===== src/rtl/fc_layer_engine.sv =====
// fc_layer_engine
//
// Fully-connected layer engine for the classifier back end. For every one of
// CHANNELS input vectors (IN_LEN elements each) it computes OUT_LEN dot
// products against a shared weight matrix. It then adds a per-neuron bias,
// requantises by an arithmetic right shift, optionally applies ReLU, and
// writes one saturated DATA_W result per neuron.
//
// Ports:
//   clk, rst      clock and synchronous active-high reset
//   start         one-cycle run request, ignored unless idle
//   relu_en       ReLU select, latched on an accepted start
//   busy, done    run in progress / one-cycle completion pulse
//   d_rd_*        feature RAM read port   (addr = ch*IN_LEN + k, 1-cycle latency)
//   w_rd_*        weight ROM read port    (addr = o*IN_LEN + k,  1-cycle latency)
//   b_rd_*        bias ROM read port      (addr = o,             1-cycle latency)
//   o_wr_*        result RAM write port   (addr = ch*OUT_LEN + o)
//   acc_ovf       sticky accumulator-saturation flag, cleared on accepted start
module fc_layer_engine #(
    parameter int IN_LEN     = 240,
    parameter int OUT_LEN    = 64,
    parameter int CHANNELS   = 42,
    parameter int DATA_W     = 8,
    parameter int WEIGHT_W   = 8,
    parameter int BIAS_W     = 8,
    parameter int ACC_W      = 32,
    parameter int BIAS_SHIFT = 0,
    parameter int OUT_SHIFT  = 8,
    parameter int DADDR_W    = 15,
    parameter int WADDR_W    = 14,
    parameter int OADDR_W    = 12,
    localparam int O_W       = (OUT_LEN > 1) ? $clog2(OUT_LEN) : 1
) (
    input  logic                       clk,
    input  logic                       rst,
    input  logic                       start,
    input  logic                       relu_en,
    output logic                       busy,
    output logic                       done,
    output logic                       d_rd_en,
    output logic [DADDR_W-1:0]         d_rd_addr,
    input  logic signed [DATA_W-1:0]   d_rd_data,
    output logic                       w_rd_en,
    output logic [WADDR_W-1:0]         w_rd_addr,
    input  logic signed [WEIGHT_W-1:0] w_rd_data,
    output logic                       b_rd_en,
    output logic [O_W-1:0]             b_rd_addr,
    input  logic signed [BIAS_W-1:0]   b_rd_data,
    output logic                       o_wr_en,
    output logic [OADDR_W-1:0]         o_wr_addr,
    output logic signed [DATA_W-1:0]   o_wr_data,
    output logic                       acc_ovf
);

    localparam int K_W    = $clog2(IN_LEN);
    localparam int CH_W   = (CHANNELS > 1) ? $clog2(CHANNELS) : 1;
    localparam int PROD_W = DATA_W + WEIGHT_W;

    localparam logic signed [ACC_W-1:0] ACC_MAX = {1'b0, {(ACC_W-1){1'b1}}};
    localparam logic signed [ACC_W-1:0] ACC_MIN = {1'b1, {(ACC_W-1){1'b0}}};
    localparam logic signed [ACC_W-1:0] RES_MAX =
        {{(ACC_W-DATA_W+1){1'b0}}, {(DATA_W-1){1'b1}}};
    localparam logic signed [ACC_W-1:0] RES_MIN =
        {{(ACC_W-DATA_W+1){1'b1}}, {(DATA_W-1){1'b0}}};

    typedef enum logic [2:0] {
        S_IDLE,
        S_MAC,
        S_DRAIN,
        S_WRITE,
        S_DONE
    } state_t;

    state_t                    state;
    state_t                    state_next;
    logic [CH_W-1:0]           ch_cnt;
    logic [O_W-1:0]            o_cnt;
    logic [K_W-1:0]            k_cnt;
    logic signed [ACC_W-1:0]   acc;
    logic                      relu_lat;

    logic                      k_last;
    logic                      o_last;
    logic                      ch_last;

    logic signed [PROD_W-1:0]  prod;
    logic signed [ACC_W-1:0]   prod_ext;
    logic signed [ACC_W-1:0]   bias_ext;
    logic signed [ACC_W-1:0]   addend;
    logic signed [ACC_W:0]     sum_wide;
    logic signed [ACC_W-1:0]   sum_sat;
    logic                      sum_ovf;
    logic                      acc_step;
    logic                      acc_first;

    logic signed [ACC_W-1:0]   shifted;
    logic signed [ACC_W-1:0]   clipped;

    assign k_last  = (k_cnt  == K_W'(IN_LEN - 1));
    assign o_last  = (o_cnt  == O_W'(OUT_LEN - 1));
    assign ch_last = (ch_cnt == CH_W'(CHANNELS - 1));

    // Read data arrives one cycle after the issuing MAC cycle, so products are
    // accumulated from MAC k=1 through DRAIN. The k=1 product is the first of a
    // neuron and is combined with the bias instead of the stale accumulator.
    assign acc_step  = ((state == S_MAC) && (k_cnt != '0)) || (state == S_DRAIN);
    assign acc_first = (state == S_MAC) && (k_cnt == K_W'(1));

    // Saturating accumulate: one extra sign bit exposes overflow of the sum.
    always_comb begin
        prod     = PROD_W'(d_rd_data) * PROD_W'(w_rd_data);
        prod_ext = ACC_W'(prod);
        bias_ext = ACC_W'(b_rd_data) <<< BIAS_SHIFT;
        addend   = acc_first ? bias_ext : acc;
        sum_wide = (ACC_W+1)'(addend) + (ACC_W+1)'(prod_ext);
        sum_ovf  = (sum_wide[ACC_W] != sum_wide[ACC_W-1]);
        sum_sat  = sum_wide[ACC_W-1:0];
        if (sum_ovf) begin
            sum_sat = sum_wide[ACC_W] ? ACC_MIN : ACC_MAX;
        end
    end

    // Requantisation of the finished accumulator: shift, optional ReLU, clip.
    always_comb begin
        shifted = acc >>> OUT_SHIFT;
        if (relu_lat && shifted[ACC_W-1]) begin
            shifted = '0;
        end
        clipped = shifted;
        if (shifted > RES_MAX) begin
            clipped = RES_MAX;
        end else if (shifted < RES_MIN) begin
            clipped = RES_MIN;
        end
    end

    always_comb begin
        state_next = state;
        case (state)
            S_IDLE:  if (start) state_next = S_MAC;
            S_MAC:   if (k_last) state_next = S_DRAIN;
            S_DRAIN: state_next = S_WRITE;
            S_WRITE: state_next = (o_last && ch_last) ? S_DONE : S_MAC;
            S_DONE:  state_next = S_IDLE;
            default: state_next = S_IDLE;
        endcase
    end

    // Outputs are decoded from state and also forced low while rst is high, so
    // no strobe can escape in the reset cycle itself.
    always_comb begin
        busy      = 1'b0;
        done      = 1'b0;
        d_rd_en   = 1'b0;
        d_rd_addr = '0;
        w_rd_en   = 1'b0;
        w_rd_addr = '0;
        b_rd_en   = 1'b0;
        b_rd_addr = '0;
        o_wr_en   = 1'b0;
        o_wr_addr = '0;
        o_wr_data = '0;
        if (!rst) begin
            case (state)
                S_MAC: begin
                    busy      = 1'b1;
                    d_rd_en   = 1'b1;
                    d_rd_addr = DADDR_W'(ch_cnt) * DADDR_W'(IN_LEN) + DADDR_W'(k_cnt);
                    w_rd_en   = 1'b1;
                    w_rd_addr = WADDR_W'(o_cnt) * WADDR_W'(IN_LEN) + WADDR_W'(k_cnt);
                    if (k_cnt == '0) begin
                        b_rd_en   = 1'b1;
                        b_rd_addr = o_cnt;
                    end
                end
                S_DRAIN: busy = 1'b1;
                S_WRITE: begin
                    busy      = 1'b1;
                    o_wr_en   = 1'b1;
                    o_wr_addr = OADDR_W'(ch_cnt) * OADDR_W'(OUT_LEN) + OADDR_W'(o_cnt);
                    o_wr_data = clipped[DATA_W-1:0];
                end
                S_DONE:  done = 1'b1;
                default: ;
            endcase
        end
    end

    always_ff @(posedge clk) begin
        if (rst) begin
            state    <= S_IDLE;
            ch_cnt   <= '0;
            o_cnt    <= '0;
            k_cnt    <= '0;
            acc      <= '0;
            relu_lat <= 1'b0;
            acc_ovf  <= 1'b0;
        end else begin
            state <= state_next;
            case (state)
                S_IDLE: begin
                    if (start) begin
                        relu_lat <= relu_en;
                        acc_ovf  <= 1'b0;
                    end
                end
                S_MAC: begin
                    k_cnt <= k_last ? '0 : k_cnt + K_W'(1);
                end
                S_WRITE: begin
                    if (o_last) begin
                        o_cnt  <= '0;
                        ch_cnt <= ch_last ? '0 : ch_cnt + CH_W'(1);
                    end else begin
                        o_cnt <= o_cnt + O_W'(1);
                    end
                end
                default: ;
            endcase
            if (acc_step) begin
                acc <= sum_sat;
                if (sum_ovf) begin
                    acc_ovf <= 1'b1;
                end
            end
        end
    end

endmodule


===== config.mk =====
export PLATFORM = sky130hd
export DESIGN_NAME = fc_layer_engine
export DESIGN_NICKNAME = d
export VERILOG_FILES = /design/src/rtl/fc_layer_engine.sv
export SDC_FILE = /design/constraint.sdc
export NUM_CORES = 1
export LEC_CHECK = 0
export ABC_AREA = 0
export BUFFER_PORTS_ARGS = -buffer_cell sky130_fd_sc_hd__buf_2
export CORE_AREA = 2 2 142 200
export DETAILED_ROUTE_END_ITERATION = 10
export DIE_AREA = 0 0 144 202
export GPL_TIMING_DRIVEN = 0
export PLACE_DENSITY_LB_ADDON = 0.05
export SYNTH_ARGS = -nofsm -noshare
export SYNTH_HDL_FRONTEND = slang
export SYNTH_SLANG_ARGS = --single-unit

===== constraint.sdc =====
create_clock -name clk -period 7.8 [get_ports clk]
set_clock_uncertainty 0.05 [all_clocks]
set_input_delay 0.39 -clock clk [delete_from_list [all_inputs] [get_ports clk]]
set_output_delay 0.39 -clock clk [all_outputs]
set_load 0.1 [all_outputs]

-- Word level (Yosys, flattened, before mapping)
Index checks and enable logic that the tools add are counted.
- register bits: 57
- word-level logic and storage cells: 81
- multiplexer cells: 39
- magnitude comparators: 2
- reduce and logical (&&, ||, !) cells: 12
- equal/unequal tests: 11
- add/subtract/negate cells: 7
- multiply operators: 3
- operators by type and width (kind ; count):
    $mux W32 ; 4
    $mux W8 ; 5
    $add A32 B16 Y33 ; 1
    $gt A32 B8 Y1 const B ; 1
    $lt A32 B8 Y1 const B ; 1
    $mux W15 ; 2
    $mux W6 ; 5
    $mux W14 ; 2
    $mux W12 ; 2
    $mul A6 B4 Y10 const B ; 2
    $mul A8 B8 Y16 ; 1
    $add A14 B8 Y15 ; 1
    $mux W1 ; 15
    $add A14 B8 Y14 ; 1
    $add A12 B6 Y12 ; 1
    $add A6 B1 Y6 const B ; 2
    $eq A6 B6 Y1 const B ; 2
    $pmux W3 S4 ; 1
    $mux W3 ; 3
    $add A8 B1 Y8 const B ; 1
    $eq A8 B1 Y1 const B ; 1
    $eq A8 B8 Y1 const B ; 1
    $logic_not A8 Y1 ; 1
    $reduce_bool A8 Y1 ; 1
    10 further kinds ; 17

-- Logic depth before layout (Yosys ltp)
- depth in word-level cells: 7
- mapped depth: 25
- gate-level depth less buffers: 23

-- Worst setup path before layout
Ideal clock, no wire load.
- path type: flip-flop to flip-flop
- start point: register state[1]
- end point: register acc[5]
- period minus slack after synthesis: 6.899 ns
- library setup time: 0.081 ns
- arrival time: 6.768 ns
- path buffers: 4
- setup slack: 0.901 ns
- cell stages (with the launch flop): 24
- cell sequence: dfxtp_1 > clkbuf_1 > nor3b_1 > nand3_1 > nor2_1 > clkbuf_1 > a21o_1 > fa_1 > fa_1 > fa_1 > fa_1 > ha_1 > ha_1 > clkbuf_1 > nand2_1 > nor3_1 > a211o_1 > a311oi_2 > nand3b_1 > a221o_2 > xnor2_2 > buf_6 > maj3_2 > a211oi_2
- longest elaborated chain between the ends: 6
- elaborated cells on any way between the ends: 10
- RTL lines (what ; line ; text):
    start: declaration ; 74 ; state_t state;
    start signal: assignment ; 199 ; state <= state_next;
    $eq A3 B1 Y1 ; 106, 107 ;
    $logic_and A1 B1 Y1 ; 107 ; assign acc_first = (state == S_MAC) && (k_cnt == K_W'(1));
    $mux W32 ; 114 ; addend = acc_first ? bias_ext : acc;
    $add A32 B16 Y33 ; 115 ; sum_wide = (ACC_W+1)'(addend) + (ACC_W+1)'(prod_ext);
    $mux W32 / $ne A1 B1 Y1 (equally long branches) ; 119, 116 ;
    $mux W32 ; 118 ; if (sum_ovf) begin
    end signal: assignment ; 221 ; acc <= sum_sat;
    end: declaration ; 79 ; logic signed [ACC_W-1:0] acc;
Parallel ways exist; a longest one is shown, timed or not.
A chain may end at the register's enable or synchronous reset.

-- Worst setup path in the final report
- start point: register k_cnt[4]
- end point: register acc[19]
- longest elaborated chain between the ends: 6
- elaborated cells on any way between the ends: 10
- RTL lines (what ; line ; text):
    start: declaration ; 78 ; logic [K_W-1:0] k_cnt;
    start signal: assignment ; 208 ; k_cnt <= k_last ? '0 : k_cnt + K_W'(1);
    $eq A8 B1 Y1 ; 107 ;
    $logic_and A1 B1 Y1 ; 107 ;
    $mux W32 ; 114 ;
    $add A32 B16 Y33 ; 115 ;
    $mux W32 / $ne A1 B1 Y1 (equally long branches) ; 119, 116 ;
    $mux W32 ; 118 ;
Parallel ways exist; a longest one is shown, timed or not.

==> results.yml <==
floorplanning:
  die_w_um: 144
  rows: 72
  start_util: 0.395
  pin_count: 90
  die_h_um: 202
  core_area_um2: 27300
  dieArea_um2: 29100
layout:
  diodes: 0
  seqCellArea_um2: 1140
  area_delta_synth_final_pct: 12.0
  fin_nets: 1568
  drive_gt1_frac: 0.163
  multi_input_area_um2: 8870
  final_cell_mix: "fa_1, inv_1, ha_1"
  fill_cells: 2759
  instances_no_fill: 1637
  final_common_cell: "fa_1"
routing:
  drc_errors: 0
  drt-pass1-iter-count: 4
  vias: 8265
  post_drt_wl_per_cell_um: 17.0
  detail-route-antenna-nets: 0
  viasPerCell: 5.05
  drtIter0Drc: 293
  wl_um: 27800
critical_path:
  r2r-start: "k_cnt[4]"
  cp_top_family: "adder cells"
  cp_max_fo: 10
  crit_buf_inv: 2
  max_stage_delay_ns: 0.54
  start_kind: "flop"
  worstRegToRegCells: 22
  cp_data_arrival_time_ns: 7.51
  cp.required_ns: 7.93
  critPathKind: "flop to flop"
  cp_cell_sequence: "or4_1 > nor3_1 > nand3_2 > nor2_4 > clkbuf_2 > a21o_1 > fa_1 > fa_1 > fa_1 > fa_1 > ha_1 > ha_1 > nand2_1 > o311ai_1 > nand3_1 > a31o_2 > o211ai_1 > a21oi_1 > xor2_2 > buf_2 > maj3_2 > a211oi_2"
  path_common_cell: "fa_1"
  critPathSlowestCell: "or4_1"
  end_kind: "flop"
  reg2reg_to: "acc[19]"
  ff2ff_setup_slack_ns: 0.42
place:
  place_ws_ns: -0.801
  gp_congestion: 0.823
  dp_hpwl_um: 23400
  placed_cells: 1623
  port_buffers: 88
clock_network:
  cts_root_buffer: "clkbuf_16"
  cts_buffer_depth: 2
  clock_latency_ns: 0.33
  cts_htree_levels: 3
  cts_setup_buffers: 0
  clock_sinks: 57
  clk_pin_slew_ns: 0.05
  postCtsHoldBufs: 0
  numCtsBuffers: 9
  cts_tree: "built"
global_route:
  grt_antenna_before_repair: 0
  grt.overflow.total: 0
  grt_max_degree: 23
  grt_pass1_wl_um: 46400
  grt_pass1_vias: 8886
  track_usage: 0.203
sta:
  hold_violations: 0
  max_freq_ghz: 0.135
  hold-worst-slack_ns: 0.261
  period_minus_slack_ns: 7.38
  final.period_utilization: 0.946
  rsz0062_at_grt: "yes"
  tightest_slew_ns: 1.01
  relSlewSlack: 0.328
  drv_slew: 0
  layout_setup_ws_ns: 0.418
  setup_viol: 0
synthesis:
  synth_area_per_cell_um2: 9.27
  syn-cell-area_um2: 10800
  yosys_warnings: 0
  synth_cell_types: 67
  postSynth.topFlopCell: "dfxtp_1"
  synth_cells: 1163
  synth-edff-count: 0
  synth_top_area_cell: "fa_1"
  synth_area_leaders: "fa_1, ha_1, dfxtp_1, inv_1, nor2_1"
  synthDominantCellAreaShare: 0.297
  syn_nets: 1468
  yosysSeqAreaShare: 0.106
  synth_seq_cells: 57
  synthArstFlopShare: 0
status:
  status: "finished, final reports clean"
job:
  maxCapViolations: 0
worst_hold_path:
  hp-start: "relu_en"
  hold_end: "relu_lat"
  min_delay_path_depth: 3
  hp-class: "input pin to flop"
==> what timing repair did <==
action,CTS,global route
endpoints found under the setup margin,33,33
resized for setup,6,10
pin swaps,0,0
==> how the worst max path moves through the flow <==
stage,slack [ns],startpoint,endpoint,cells past startpoint
2_1_floorplan,0.90,state[1],acc[5],23
3_3_place_gp,-0.86,state[2],acc[9],22
3_5_place_dp,-0.80,state[2],acc[9],22
4_1_cts,0.06,k_cnt[4],acc[23],24
5_1_grt,-0.01,k_cnt[4],acc[19],22
6_report,0.42,k_cnt[4],acc[19],22
==> registers in the layout, indices dropped and copies added, names as in the netlist <==
register and flops:
k_cnt 8, relu_lat 1, acc_ovf 1, o_cnt 6, ch_cnt 6, acc 32
state 3
==> final cells by class <==
type / count / share of cell area
inverters: 142 / 0.0441
clock inverters: 3 / 0.00332
flip-flops and latches: 57 / 0.0945
plain buffers: 47 / 0.0239
clock buffers: 12 / 0.0212
well taps: 370 / 0.0383
multi-input cells: 916 / 0.735
repair buffers: 90 / 0.0398
==> synth_stat cells, drive strengths merged, types with 2 or more instances <==
library cell    n
fa            160
inv           141
ha            117
nor2          107
a21oi          68
nand2          59
dfxtp          57
and2           55
a21o           46
xnor2          33
a211oi         32
maj3           31
clkbuf         29
xor2           28
o21ai          25
nand3          19
buf            17
nor3           14
nand4          11
nor2b          10
and3            9
mux2i           9
nand2b          9
o21bai          9
a31oi           8
nor4            8
or3             7
o21a            5
nand3b          3
nand4b          3
a211o           2
a21boi          2
a311oi          2
a41oi           2
nor3b           2
nor4b           2
o211ai          2
or2             2
==> layer usage <==
| layer | routed length (um) | GRT usage | up-vias |
|---|---|---|---|
| met2 | 15300 | 0.390 | 114 |
| li1 | - | - | 4056 |
| met5 | 0 | 0 | - |
| met1 | 11500 | 0.243 | 4073 |
| met3 | 621 | 0.0161 | 22 |
| met4 | 348 | 0.0406 | 0 |
==> per-stage QoR <==
stage / setup TNS (ns) / utilization / area [um2]
6_report: 0 / 0.442 / 12100
3_5_place_dp: -23.28 / 0.430 / 11700
2_1_floorplan: 0 / - / 10800
3_3_place_gp: -25.18 / 0.428 / 11700
5_1_grt: -0.0145 / 0.442 / 12100
4_1_cts: 0 / 0.441 / 12000
==> worst min-delay path, delay by kind of cell <==
kind	cells	cell delay, ns
multiplexers	1	0.05
AND/OR/NAND/NOR	1	0.08
buffers and inverters	1	0.08
==> cell families after synthesis <==
logic type / Yosys count / synth area share
AOI/OAI and AO/OA: 214 / 0.144
xor gates and xnor gates: 62 / 0.0524
adders and majority gates: 308 / 0.465
buffers and inverters: 190 / 0.0761
DFF: 57 / 0.106
muxes: 10 / 0.00941
and+or+nand+nor: 322 / 0.147
Power is not shown: default switching activity piles up to over one toggle a cycle in this logic, so the estimate is an artifact.
